===== src/rtl/cnn_pkg.sv =====
// Shared types and defaults for the CNN classification back end.
package cnn_pkg;

    localparam int DEFAULT_NUM_CLASSES = 10;
    localparam int DEFAULT_SCORE_W     = 32;
    localparam int DEFAULT_IDX_W       = 4;

    typedef logic [DEFAULT_IDX_W-1:0]          class_idx_t;
    typedef logic signed [DEFAULT_SCORE_W-1:0] score_t;

    // Result class code shown while no frame has completed since reset.
    localparam class_idx_t CLASS_NONE = 4'hF;

    typedef enum logic [1:0] {
        IDLE,
        COLLECT,
        DONE
    } argmax_state_t;

endpackage


===== src/rtl/cnn_argmax_unit_if.sv =====
// Score stream, result handshake and status signals of the argmax unit.
interface cnn_argmax_unit_if #(
    parameter int SCORE_W = cnn_pkg::DEFAULT_SCORE_W,
    parameter int IDX_W   = cnn_pkg::DEFAULT_IDX_W
);
    logic                      start;
    logic                      score_valid;
    logic                      score_ready;
    logic signed [SCORE_W-1:0] score_data;
    logic                      score_last;
    logic                      busy;
    logic                      result_valid;
    logic                      result_ready;
    logic [IDX_W-1:0]          result_class;
    logic signed [SCORE_W-1:0] result_score;
    logic signed [SCORE_W-1:0] runner_up_score;
    logic                      err_len;

    modport slave (
        input  start, score_valid, score_data, score_last, result_ready,
        output score_ready, busy, result_valid, result_class, result_score,
               runner_up_score, err_len
    );

    modport master (
        output start, score_valid, score_data, score_last, result_ready,
        input  score_ready, busy, result_valid, result_class, result_score,
               runner_up_score, err_len
    );

endinterface


===== src/rtl/cnn_argmax_unit_top2_update.sv =====
// Combinational best/runner-up update for one incoming score.
module top2_update #(
    parameter int SCORE_W = cnn_pkg::DEFAULT_SCORE_W,
    parameter int IDX_W   = cnn_pkg::DEFAULT_IDX_W
) (
    input  logic signed [SCORE_W-1:0] best,
    input  logic signed [SCORE_W-1:0] runner_up,
    input  logic [IDX_W-1:0]          best_idx,
    input  logic signed [SCORE_W-1:0] score,
    input  logic [IDX_W-1:0]          beat_idx,
    output logic signed [SCORE_W-1:0] next_best,
    output logic signed [SCORE_W-1:0] next_runner_up,
    output logic [IDX_W-1:0]          next_best_idx
);

    // Strict greater-than keeps the lowest index on ties and lets the tie fill the runner-up.
    always_comb begin
        next_best      = best;
        next_runner_up = runner_up;
        next_best_idx  = best_idx;
        if (score > best) begin
            next_runner_up = best;
            next_best      = score;
            next_best_idx  = beat_idx;
        end else if (score > runner_up) begin
            next_runner_up = score;
        end
    end

endmodule


===== src/rtl/cnn_argmax_unit.sv =====
// Streaming argmax: tracks best and runner-up scores per frame and holds the result.
module cnn_argmax_unit
    import cnn_pkg::*;
#(
    parameter int NUM_CLASSES = DEFAULT_NUM_CLASSES,
    parameter int SCORE_W     = DEFAULT_SCORE_W,
    parameter int IDX_W       = DEFAULT_IDX_W
) (
    input logic               clk,
    input logic               rst,
    cnn_argmax_unit_if.slave  bus
);

    localparam logic [IDX_W-1:0]          LAST_IDX = IDX_W'(NUM_CLASSES - 1);
    localparam logic signed [SCORE_W-1:0] MOST_NEG = {1'b1, {(SCORE_W-1){1'b0}}};

    argmax_state_t state;
    argmax_state_t next_state;

    logic                      score_ready;
    logic                      busy;
    logic                      result_valid;
    logic                      accept;
    logic                      final_beat;
    logic                      len_error;

    logic [IDX_W-1:0]          beat_cnt;
    logic signed [SCORE_W-1:0] best;
    logic signed [SCORE_W-1:0] runner_up;
    logic [IDX_W-1:0]          best_idx;

    logic signed [SCORE_W-1:0] next_best;
    logic signed [SCORE_W-1:0] next_runner_up;
    logic [IDX_W-1:0]          next_best_idx;

    logic [IDX_W-1:0]          res_class;
    logic signed [SCORE_W-1:0] res_score;
    logic signed [SCORE_W-1:0] res_runner_up;
    logic                      res_err;

    assign accept     = bus.score_valid && (state == COLLECT);
    assign final_beat = bus.score_last || (beat_cnt == LAST_IDX);
    // A frame is well formed only when score_last lands exactly on the last class.
    assign len_error  = bus.score_last != (beat_cnt == LAST_IDX);

    top2_update #(
        .SCORE_W (SCORE_W),
        .IDX_W   (IDX_W)
    ) u_top2_update (
        .best           (best),
        .runner_up      (runner_up),
        .best_idx       (best_idx),
        .score          (bus.score_data),
        .beat_idx       (beat_cnt),
        .next_best      (next_best),
        .next_runner_up (next_runner_up),
        .next_best_idx  (next_best_idx)
    );

    always_ff @(posedge clk or posedge rst) begin
        if (rst) begin
            state <= IDLE;
        end else begin
            state <= next_state;
        end
    end

    always_comb begin
        next_state   = state;
        score_ready  = 1'b0;
        busy         = 1'b0;
        result_valid = 1'b0;
        case (state)
            IDLE: begin
                if (bus.start) begin
                    next_state = COLLECT;
                end
            end
            COLLECT: begin
                score_ready = 1'b1;
                busy        = 1'b1;
                if (accept && final_beat) begin
                    next_state = DONE;
                end
            end
            DONE: begin
                busy         = 1'b1;
                result_valid = 1'b1;
                if (bus.result_ready) begin
                    next_state = IDLE;
                end
            end
            default: begin
                next_state = IDLE;
            end
        endcase
    end

    // Working registers are reloaded at frame start; result registers only change on the final beat.
    always_ff @(posedge clk or posedge rst) begin
        if (rst) begin
            beat_cnt      <= '0;
            best          <= MOST_NEG;
            runner_up     <= MOST_NEG;
            best_idx      <= '0;
            res_class     <= '1;
            res_score     <= '0;
            res_runner_up <= '0;
            res_err       <= 1'b0;
        end else begin
            if (state == IDLE && bus.start) begin
                beat_cnt  <= '0;
                best      <= MOST_NEG;
                runner_up <= MOST_NEG;
                best_idx  <= '0;
            end
            if (accept) begin
                beat_cnt  <= beat_cnt + 1'b1;
                best      <= next_best;
                runner_up <= next_runner_up;
                best_idx  <= next_best_idx;
                if (final_beat) begin
                    res_class     <= next_best_idx;
                    res_score     <= next_best;
                    res_runner_up <= next_runner_up;
                    res_err       <= len_error;
                end
            end
        end
    end

    assign bus.score_ready     = score_ready;
    assign bus.busy            = busy;
    assign bus.result_valid    = result_valid;
    assign bus.result_class    = res_class;
    assign bus.result_score    = res_score;
    assign bus.runner_up_score = res_runner_up;
    assign bus.err_len         = res_err;

endmodule


===== src/flat_wrapper.sv =====
// flat-port wrapper written by rule: the top's interface ports become plain ports
module cnn_argmax_unit_flat import cnn_pkg::*;
#(
    parameter int NUM_CLASSES = DEFAULT_NUM_CLASSES,
    parameter int SCORE_W     = DEFAULT_SCORE_W,
    parameter int IDX_W       = DEFAULT_IDX_W
)
  (clk, rst, bus_start, bus_score_valid, bus_score_data, bus_score_last, bus_result_ready, bus_score_ready, bus_busy, bus_result_valid, bus_result_class, bus_result_score, bus_runner_up_score, bus_err_len);
  cnn_argmax_unit_if #(.SCORE_W(SCORE_W), .IDX_W(IDX_W)) bus_i ();
  input logic clk;
  input logic rst;
  input wire logic [$bits(bus_i.start)-1:0] bus_start;
  input wire logic [$bits(bus_i.score_valid)-1:0] bus_score_valid;
  input wire logic [$bits(bus_i.score_data)-1:0] bus_score_data;
  input wire logic [$bits(bus_i.score_last)-1:0] bus_score_last;
  input wire logic [$bits(bus_i.result_ready)-1:0] bus_result_ready;
  output wire logic [$bits(bus_i.score_ready)-1:0] bus_score_ready;
  output wire logic [$bits(bus_i.busy)-1:0] bus_busy;
  output wire logic [$bits(bus_i.result_valid)-1:0] bus_result_valid;
  output wire logic [$bits(bus_i.result_class)-1:0] bus_result_class;
  output wire logic [$bits(bus_i.result_score)-1:0] bus_result_score;
  output wire logic [$bits(bus_i.runner_up_score)-1:0] bus_runner_up_score;
  output wire logic [$bits(bus_i.err_len)-1:0] bus_err_len;
  assign bus_i.start = bus_start;
  assign bus_i.score_valid = bus_score_valid;
  assign bus_i.score_data = bus_score_data;
  assign bus_i.score_last = bus_score_last;
  assign bus_i.result_ready = bus_result_ready;
  assign bus_score_ready = bus_i.score_ready;
  assign bus_busy = bus_i.busy;
  assign bus_result_valid = bus_i.result_valid;
  assign bus_result_class = bus_i.result_class;
  assign bus_result_score = bus_i.result_score;
  assign bus_runner_up_score = bus_i.runner_up_score;
  assign bus_err_len = bus_i.err_len;
  cnn_argmax_unit #(.NUM_CLASSES(NUM_CLASSES), .SCORE_W(SCORE_W), .IDX_W(IDX_W)) u_core (.clk(clk), .rst(rst), .bus(bus_i));
endmodule

===== config.mk =====
export PLATFORM = sky130hd
export DESIGN_NAME = cnn_argmax_unit_flat
export DESIGN_NICKNAME = d
export VERILOG_FILES = /design/src/rtl/cnn_pkg.sv /design/src/rtl/cnn_argmax_unit_if.sv /design/src/rtl/cnn_argmax_unit_top2_update.sv /design/src/rtl/cnn_argmax_unit.sv /design/src/flat_wrapper.sv
export SDC_FILE = /design/constraint.sdc
export NUM_CORES = 1
export LEC_CHECK = 0
export CORE_UTILIZATION = 35
export CTS_BUF_LIST = sky130_fd_sc_hd__clkbuf_8
export DETAILED_ROUTE_END_ITERATION = 16
export PLACE_DENSITY = 0.59
export SKIP_LAST_GASP = 1
export SLEW_MARGIN = 5
export SYNTH_ARGS = -nofsm -noshare
export SYNTH_HDL_FRONTEND = slang
export SYNTH_SLANG_ARGS = --single-unit

===== constraint.sdc =====
create_clock -name clk -period 7.35 [get_ports clk]
set_clock_uncertainty 0.1 [all_clocks]
set_input_delay 2.205 -clock clk [delete_from_list [all_inputs] [get_ports clk]]
set_output_delay 2.205 -clock clk [all_outputs]
set_load 0.01 [all_outputs]

After elaboration in Yosys (flattened, before gate mapping)
Index checks and enable logic that the tools add are counted.

Shift operators: 0. $lt $le $gt $ge: 2. Eq/ne operators: 7. Reduce and logical (&&, ||, !) cells: 9. Div/mod/pow operators: 0. $mul: 0. Bitwise operators: 0. $add $sub $neg: 1. Mux-type cells: 17.

Operators by type and width (count): $mux W32 (6); $gt A32 B32 Y1 (2); $mux W4 (4); $mux W2 (3); $ne A2 B2 Y1 const B (3); $pmux W2 S3 (1); $add A4 B1 Y4 const B (1); $eq A4 B4 Y1 const B (1); $logic_and A1 B1 Y1 (3); $mux W1 (3); $reduce_and A3 Y1 (1); $eq A2 B1 Y1 const B (1); $eq A2 B2 Y1 const B (1); $logic_not A2 Y1 (1); $reduce_and A2 Y1 (1); $reduce_bool A2 Y1 (1); $reduce_or A2 Y1 (1); $logic_or A1 B1 Y1 (1); $ne A1 B1 Y1 (1).

Memories: 0. Latch bits: 0. Logic and storage cells: 45. Bits in registers: 143. RAM bits: 0. ROM bits: 0.

Depth between registers and ports, before layout
Gate-level depths: netlist of run 1.

Word-level depth: 5. Mapped depth: 11. Mapped depth without buffers: 9.

Cells and area by module
A second synthesis of run 1 with hierarchy kept.

Cell total of the unflattened synthesis: 804. Area, all modules: 8747.1 um2.

Modules (own cells, without submodules): cnn_argmax_unit (instances 1, seq. area each 3585.9 um2, area each 5376.4 um2, cells an instance 340); top2_update (instances 1, seq. area each 0.0 um2, area each 3370.7 um2, cells an instance 464).

Least setup slack after synthesis of run 1
Ideal clock, no wire load.

Path kind: input to register. Start point: input bus_score_data[19]. End point: register u_core.res_runner_up[10] (netlist: u_core.bus.runner_up_score[10]). Slack: 3.013 ns. Arrival: 4.160 ns. Cell stages on the path: 9. Library setup time: 0.076 ns. Path through: ha_1 a21oi_1 o21ai_0 a221oi_4 nand2_4 o32a_1 buf_2 o221a_2 o21ai_1.

Longest elaborated chain between the ends: 3. Elaborated cells on any way between the ends: 4.

RTL lines: start, declared (line flat_wrapper.sv:14) `input wire logic [$bits(bus_i.score_data)-1:0] bus_score_data;`; $gt A32 B32 Y1 (line cnn_argmax_unit_top2_update.sv:25) `end else if (score > runner_up) begin`; $mux W32 (line cnn_argmax_unit_top2_update.sv:25); $mux W32 (*) (line cnn_argmax_unit_top2_update.sv:21) `if (score > best) begin`; end signal, assigned (line cnn_argmax_unit.sv:125) `res_runner_up <= next_runner_up;`; end, declared (line cnn_argmax_unit.sv:38) `logic signed [SCORE_W-1:0] res_runner_up;`.

Every way passes the cells marked *; elsewhere a longest branch is shown, timed or not. A chain may end at the register's enable or synchronous reset.

Worst setup path in the final report of run 1
Start point: input bus_score_data[31]. End point: register u_core.res_runner_up[31] (netlist: u_core.bus.runner_up_score[31]).

Same word-level chain as after synthesis.

==> implementation parameters, run 1 <==
Parameter                              Value

Timing
  Setup_tns ... 0 ns
  Timing-limited maximum frequency ... between 150 and 200 MHz
  Final number of hold-violating endpoints ... 0
  Fin crit period ... around 5.7 ns
  Slew Viols, Final ... 0
  Unrepaired setup endpoints after global routing ... no
  Setup-violating endpoint count in the final report ... 0
  Period Utilization, post-route ... between 70% and 80%
  Worst slack on hold paths ... ~0.4 ns
  Worst slew pin tran ... ~1.1 ns
  Slew HR ... between 20% and 30%

Floorplanning
  Core Box Area ... about 25000 um2
  Count of boundary I/O pins ... 110
  Floorplan die area ... between 20000 and 30000 um2
  Chip height ... about 160 um
  Die X ... around 160 um
  Std-Cell Rows ... 57
  Starting density of the core ... 36.0%

GRT
  Global Route met1 Usage ... approximately 29%
  Met3 track utilization from global routing ... 3.23%
  Grt peak-use layer ... met2
  Pin count of the biggest net entering global routing ... 90
  Antenna violations before repair ... 0
  Via count of the first global-routing pass ... 8031
  Total gr overflow ... 0
  Total track usage ... a little over a fifth
  Global-route wire length before repair ... around 44000 um
  Fraction of met2 tracks used by global routing ... ~36%

Route
  Number of design rule violations left after detail routing ... 0
  Wire length per cell ... roughly 19 um
  Via count ... around 8000
  Number of nets still failing antenna checks after routing ... 0
  Vias/cell ... about 5.7
  Number of DRC markers after the initial detailed-route iteration ... around 550
  Final Routed Wirelength ... 26900 um
  First-pass iteration count of the detailed router ... 4

Critical path
  Launching element type of the critical path ... primary input
  Kind of cell adding the most delay to the critical path ... buffers and inverters
  Number of buffer and inverter instances along the worst setup path ... 4
  Crit path cell chain ... clkdlybuf4s50_1 -> ha_1 -> buf_4 -> nand4_2 -> or4_4 -> clkinv_2 -> a31oi_1 -> a32oi_2 -> buf_4 -> o2111ai_2 -> o31ai_1
  CP Data Arrival Time ... about 6.0 ns
  Slowest cell delay on critical path ... slightly below 0.7 ns
  Kind of end point of the critical path ... register
  Cell with the biggest individual delay on the critical path ... a32oi_2
  Biggest fanout along the worst timing path ... 31
  Cell repeated most along the worst path ... buf_4
  Critical setup path kind ... in2reg
  WP data required ... about 7.6 ns

Yosys
  Asr flop ratio synth ... 100%
  Share of synthesized area occupied by flip-flops and latches ... 40.6%
  Mapped Nets ... between 1000 and 1500
  Flops & latches, synth ... 143
  Synth cell count leaders ... dfrtp_1, nand2_1, o21ai_0, inv_1, ha_1
  Largest cells by area after synthesis ... dfrtp_1, ha_1, o21ai_0
  Cell type with the largest total area after synthesis ... dfrtp_1
  Most repeated cell in the gate-level netlist after synthesis ... dfrtp_1
  Post-synthesis cell type count ... 60
  Number of synthesized flops with an enable pin ... 0
  Mean instance size in the synthesized netlist ... ~8.8 um2
  Predominant post-synthesis flop cell ... dfrtp_1
  Synth Instances ... 999
  Synth top area share ... 38.8%
  Number of warnings printed during yosys synthesis ... 0
  Total standard cell area after synthesis ... slightly below 9000 um2

Cells and area
  Final net count ... between 1000 and 1500
  Sequential cell area ... between 3000 and 4000 um2
  Share of post-route cells with drive strength above 1 ... under 10%
  Area used by multi-input combinational logic ... roughly 4700 um2
  Number of antenna repair diodes ... 0
  Synthesis-to-layout area growth ... 19.9%
  Layout filler cell count ... ~2500
  Utilization after layout ... between 40% and 50%

Worst hold path
  Worst hold path type ... reg2reg

Pwr
  Clock network fraction of design power ... between 15 and 20%
  Power density over the cells ... 409 nW/um2
  Leakage power total ... between 4 and 5 nW
  Switching power total ... 1.96 mW
  Sequential fraction of design power ... between 30% and 40%
  Int Power ... 2.37 mW
  Net switching share of the total power ... ~45%
  Combinational cell fraction of total power ... between 50% and 60%
  Maximum vdd ir drop ... roughly 0.27 mV

CTS
  Inserted Clock Buffers ... 17
  CTS H-tree depth ... 4
  Post-CTS Setup Bufs ... 0
  Worst-case clock buffer depth ... 2
  CTS tree ... built
  Register clock-pin slew on the reported worst setup and hold paths ... about 0.080 ns
  Post-CTS resize count ... 0
  Worst skew pair latency ... approximately 0.47 ns
  CTS sink count ... 143
  Cts hold-fix bufs ... 0
  Clock root cell ... clkbuf_8

Place
  Final GP Congestion ... between 0.8 and 0.9
  Port Buf Inserts ... roughly 110
  Half-perimeter wire length after detailed placement ... 16800 um

Outcome
  Run status ... complete, no violations

Flow run
  Max Cap Viol ... 0
[metal layers]
metal  vias to the layer above  wire, um
li1                       3820         -
met1                      3958     12300
met2                       227     13000
met3                        24      1240
met4                         0       371
met5                         -         0
[registers in the layout, indices dropped and copies added (netlist names)]
name / flops
u_core.state: 2
u_core.beat_cnt: 4
u_core.bus.err_len: 1
u_core.bus.result_class: 4
u_core.bus.result_score: 32
u_core.runner_up: 32
u_core.best_idx: 4
u_core.best: 32
u_core.bus.runner_up_score: 32
[per-stage QoR]
stage | std cells | power, mW | setup slack [ns] | area [um2]
3_5_place_dp | 1372 | 3.65 | 1.15 | 10200
5_1_grt | 1404 | 4.67 | 1.40 | 10600
3_3_place_gp | 1372 | 3.62 | 1.16 | 10200
2_1_floorplan | 999 | 2.76 | 1.22 | 8830
6_report | 1404 | 4.33 | 1.62 | 10600
4_1_cts | 1404 | 4.35 | 1.59 | 10600
[cell type report]
type                       instances  share of cell area (%)
sequential                       143                    33.9
timing repair buffer             124                    11.5
tap                              324                    3.83
multi-input combinational        704                    44.0
inverter                          77                    2.79
clock inverter                    12                    1.35
clock buffer                      20                    2.60
[worst paths after layout]
kind	start	to	slack (ns)	depth (start not counted)
max reg2reg	u_core.runner_up[31]$_DFFE_PP1P_	u_core.bus.runner_up_score[31]$_DFFE_PP0P_	3.38	11
max	bus_score_data[31]	u_core.bus.runner_up_score[31]$_DFFE_PP0P_	1.62	11
min in group asynchronous	rst	u_core.bus.result_score[27]$_DFFE_PP0P_	2.19	2
max in group asynchronous	rst	u_core.bus.result_class[1]$_DFFE_PP1P_	3.98	3
min	u_core.bus.err_len$_DFFE_PP0P_	u_core.bus.err_len$_DFFE_PP0P_	0.39	2
min reg2reg	u_core.bus.err_len$_DFFE_PP0P_	u_core.bus.err_len$_DFFE_PP0P_	0.39	2
[power groups by stage]
| stage | logic, mW | registers, mW | clock network, mW |
|---|---|---|---|
| final | 2.29 | 1.35 | 0.688 |
| after detailed placement | 2.29 | 1.37 | 0 |
| after CTS | 2.30 | 1.36 | 0.700 |
| after global routing | 2.53 | 1.40 | 0.735 |
| after global placement | 2.25 | 1.36 | 0 |
| after floorplan | 1.39 | 1.37 | 0 |
[cells by family after synthesis]
group,share of synthesized area [%]
fa+ha+maj,10.1
compound gates,27.9
flops,40.6
xor+xnor,0.0993
buf+inv,6.99
simple gates,14.3
[worst register-to-register path, stage by stage (launching register included)]
cell and delay [ns]:
dfstp_2 0.55, inv_1 0.06, ha_1 0.26, buf_4 0.34, nand4_2 0.20, or4_4 0.62
clkinv_2 0.08, a31oi_1 0.08, a32oi_2 0.69, buf_4 0.45, o2111ai_2 0.17, o31ai_1 0.28
[cell usage in the layout, fill, tap and decap left out, types with 31 or more instances in the layout]
cell type / count
dfrtp_1: 137
nand2_1: 129
o21ai_0: 118
clkdlybuf4s50_1: 109
inv_1: 77
ha_1: 71
nor2_1: 44
a31oi_1: 38
nand3_1: 35
a22o_1: 35
o31a_1: 32
a32oi_1: 31
Power figures use the tool's default switching activity.
==> inputs of run 2 (changes only) <==
==> constraint.sdc (replaced) <==
create_clock -name clk -period 5.8 [get_ports clk]
set_clock_uncertainty 0.1 [all_clocks]
set_input_delay 1.74 -clock clk [delete_from_list [all_inputs] [get_ports clk]]
set_output_delay 1.74 -clock clk [all_outputs]
set_load 0.01 [all_outputs]
==> implementation parameters, run 2 (synthesis results as in run 1) <==
Parameter                              Value

Outcome
  Run status ... complete, no violations

Route
  First-pass iteration count of the detailed router ... 8
  Final Routed Wirelength ... between 20000 and 30000 um
  Wire length per cell ... around 19 um
  Vias/cell ... approximately 5.7
  Via count ... 8085
  Number of design rule violations left after detail routing ... 0
  Number of nets still failing antenna checks after routing ... 0
  Number of DRC markers after the initial detailed-route iteration ... around 610

GRT
  Antenna violations before repair ... 0
  Pin count of the biggest net entering global routing ... a little under 90
  Total gr overflow ... 0
  Via count of the first global-routing pass ... between 8000 and 9000
  Total track usage ... 21.1%
  Global-route wire length before repair ... 43200 um

CTS
  Cts hold-fix bufs ... 0
  Clock root cell ... clkbuf_8
  Inserted Clock Buffers ... 17
  CTS sink count ... around 140
  CTS H-tree depth ... 4
  Post-CTS Setup Bufs ... 0
  CTS tree ... built
  Worst skew pair latency ... 0.46 ns
  Post-CTS resize count ... 0
  Register clock-pin slew on the reported worst setup and hold paths ... 0.09 ns
  Worst-case clock buffer depth ... 2

Timing
  Fin crit period ... 4.77 ns
  Period Utilization, post-route ... between 80 and 90%
  Timing-limited maximum frequency ... about 210 MHz
  Worst slew pin tran ... ~1.1 ns
  Worst slack on hold paths ... 0.389 ns
  Slew Viols, Final ... 0
  Setup ws final ... 1.03 ns
  Setup-violating endpoint count in the final report ... 0
  Unrepaired setup endpoints after global routing ... no
  Slew HR ... around 28%
  Setup_tns ... 0 ns
  Final number of hold-violating endpoints ... 0

Place
  Half-perimeter wire length after detailed placement ... around 17000 um
  Place WS ... 0.506 ns
  Post-place instance area ... between 10000 and 15000 um2
  Port Buf Inserts ... approximately 110
  Final GP Congestion ... 0.808
  Total placed cells including tap cells ... about 1400

Cells and area
  Number of antenna repair diodes ... 0
  Layout filler cell count ... 2469
  Number of cells in the finished layout apart from fillers ... roughly 1400
  Utilization after layout ... between 40% and 50%
  Final net count ... 1185
  Area used by multi-input combinational logic ... 4660 um2
  Synthesis-to-layout area growth ... 20.5%
  Sequential cell area ... roughly 3600 um2
  Post-route cell area ... approximately 11000 um2
  Commonest cells after routing, fill and taps aside ... dfrtp_1, nand2_1, o21ai_0, clkdlybuf4s50_1, inv_1
  Most common cell after layout, fill and taps aside ... dfrtp_1
  Share of post-route cells with drive strength above 1 ... just over 7%

Pwr
  Leakage power total ... 4.30 nW
  Power density over the cells ... about 510 nW/um2
  Power, Total ... approximately 5.4 mW
  Maximum vdd ir drop ... approximately 0.28 mV

Floorplanning
  Die X ... 161 um
  Core Box Area ... 24500 um2
  Chip height ... around 160 um
  Starting density of the core ... a little over a third
  Std-Cell Rows ... 57
  Count of boundary I/O pins ... 110
  Floorplan die area ... approximately 26000 um2

Critical path
  R2r startpoint ... u_core.best[31]$_DFFE_PP1P_
  Critical setup path kind ... in2reg
  Biggest fanout along the worst timing path ... 45
  Launching element type of the critical path ... primary input
  Worst setup startpoint ... bus_score_data[31]
  Kind of end point of the critical path ... register
  CP Data Arrival Time ... 5.04 ns
  Worst reg-to-reg path cell count ... 8
  WP data required ... 6.07 ns

Flow run
  Max Cap Viol ... 0

Worst hold path
  Worst hold path type ... reg2reg
  Number of cells on the worst hold path ... 2
  Critical hold path startpoint ... u_core.bus.err_len$_DFFE_PP0P_
## run 2: cell count changes in the layout (fill, tap and decap cells not counted), sizes merged
cell / previous run / this run
buf: 15 / 24
bufinv: 3 / 2
clkbuf: 20 / 19
clkinv: 7 / 4
inv: 78 / 83
## run 2: routing by layer
metal  share of wire [%]  GRT usage (%)  vias to the layer above
li1                    -              -                     3844
met1                  46           28.2                     3995
met2                  48           34.9                      217
met3                 4.8           3.90                       29
met4                 1.6           5.62                        0
met5                   0              0                        -
## run 2: critical path: stages
cell and delay [ns]:
clkdlybuf4s50_1 0.55, ha_1 0.39, or3b_2 0.44, a221oi_1 0.56
a31o_4 0.63, buf_12 0.32, o2111ai_1 0.16, o21ai_0 0.24
## run 2: path summary, 6_finish.rpt
| kind | to | slack [ns] |
|---|---|---|
| max | u_core.bus.runner_up_score[17]$_DFFE_PP0P_ | 1.03 |
| min | u_core.bus.err_len$_DFFE_PP0P_ | 0.39 |
| max reg2reg | u_core.bus.runner_up_score[17]$_DFFE_PP0P_ | 2.32 |
| min reg2reg | u_core.bus.err_len$_DFFE_PP0P_ | 0.39 |
| max in group asynchronous | u_core.bus.result_class[2]$_DFFE_PP1P_ | 3.03 |
| min in group asynchronous | u_core.runner_up[27]$_DFFE_PP0P_ | 1.71 |
## run 2: report_power, final
| group | switching [mW] | internal (mW) |
|---|---|---|
| clock network | 0.388 | 0.392 |
| registers | 0.320 | 1.40 |
| logic | 1.74 | 1.20 |
| total | 2.44 | 2.99 |
## run 2: layout make-up
type / instances / share of cell area (%)
flip-flops and latches: 143 / 33.7
inverters: 77 / 2.78
clock inverters: 13 / 1.02
multi-input cells: 704 / 43.8
clock buffers: 19 / 2.46
well taps: 324 / 3.81
repair buffers: 133 / 12.4
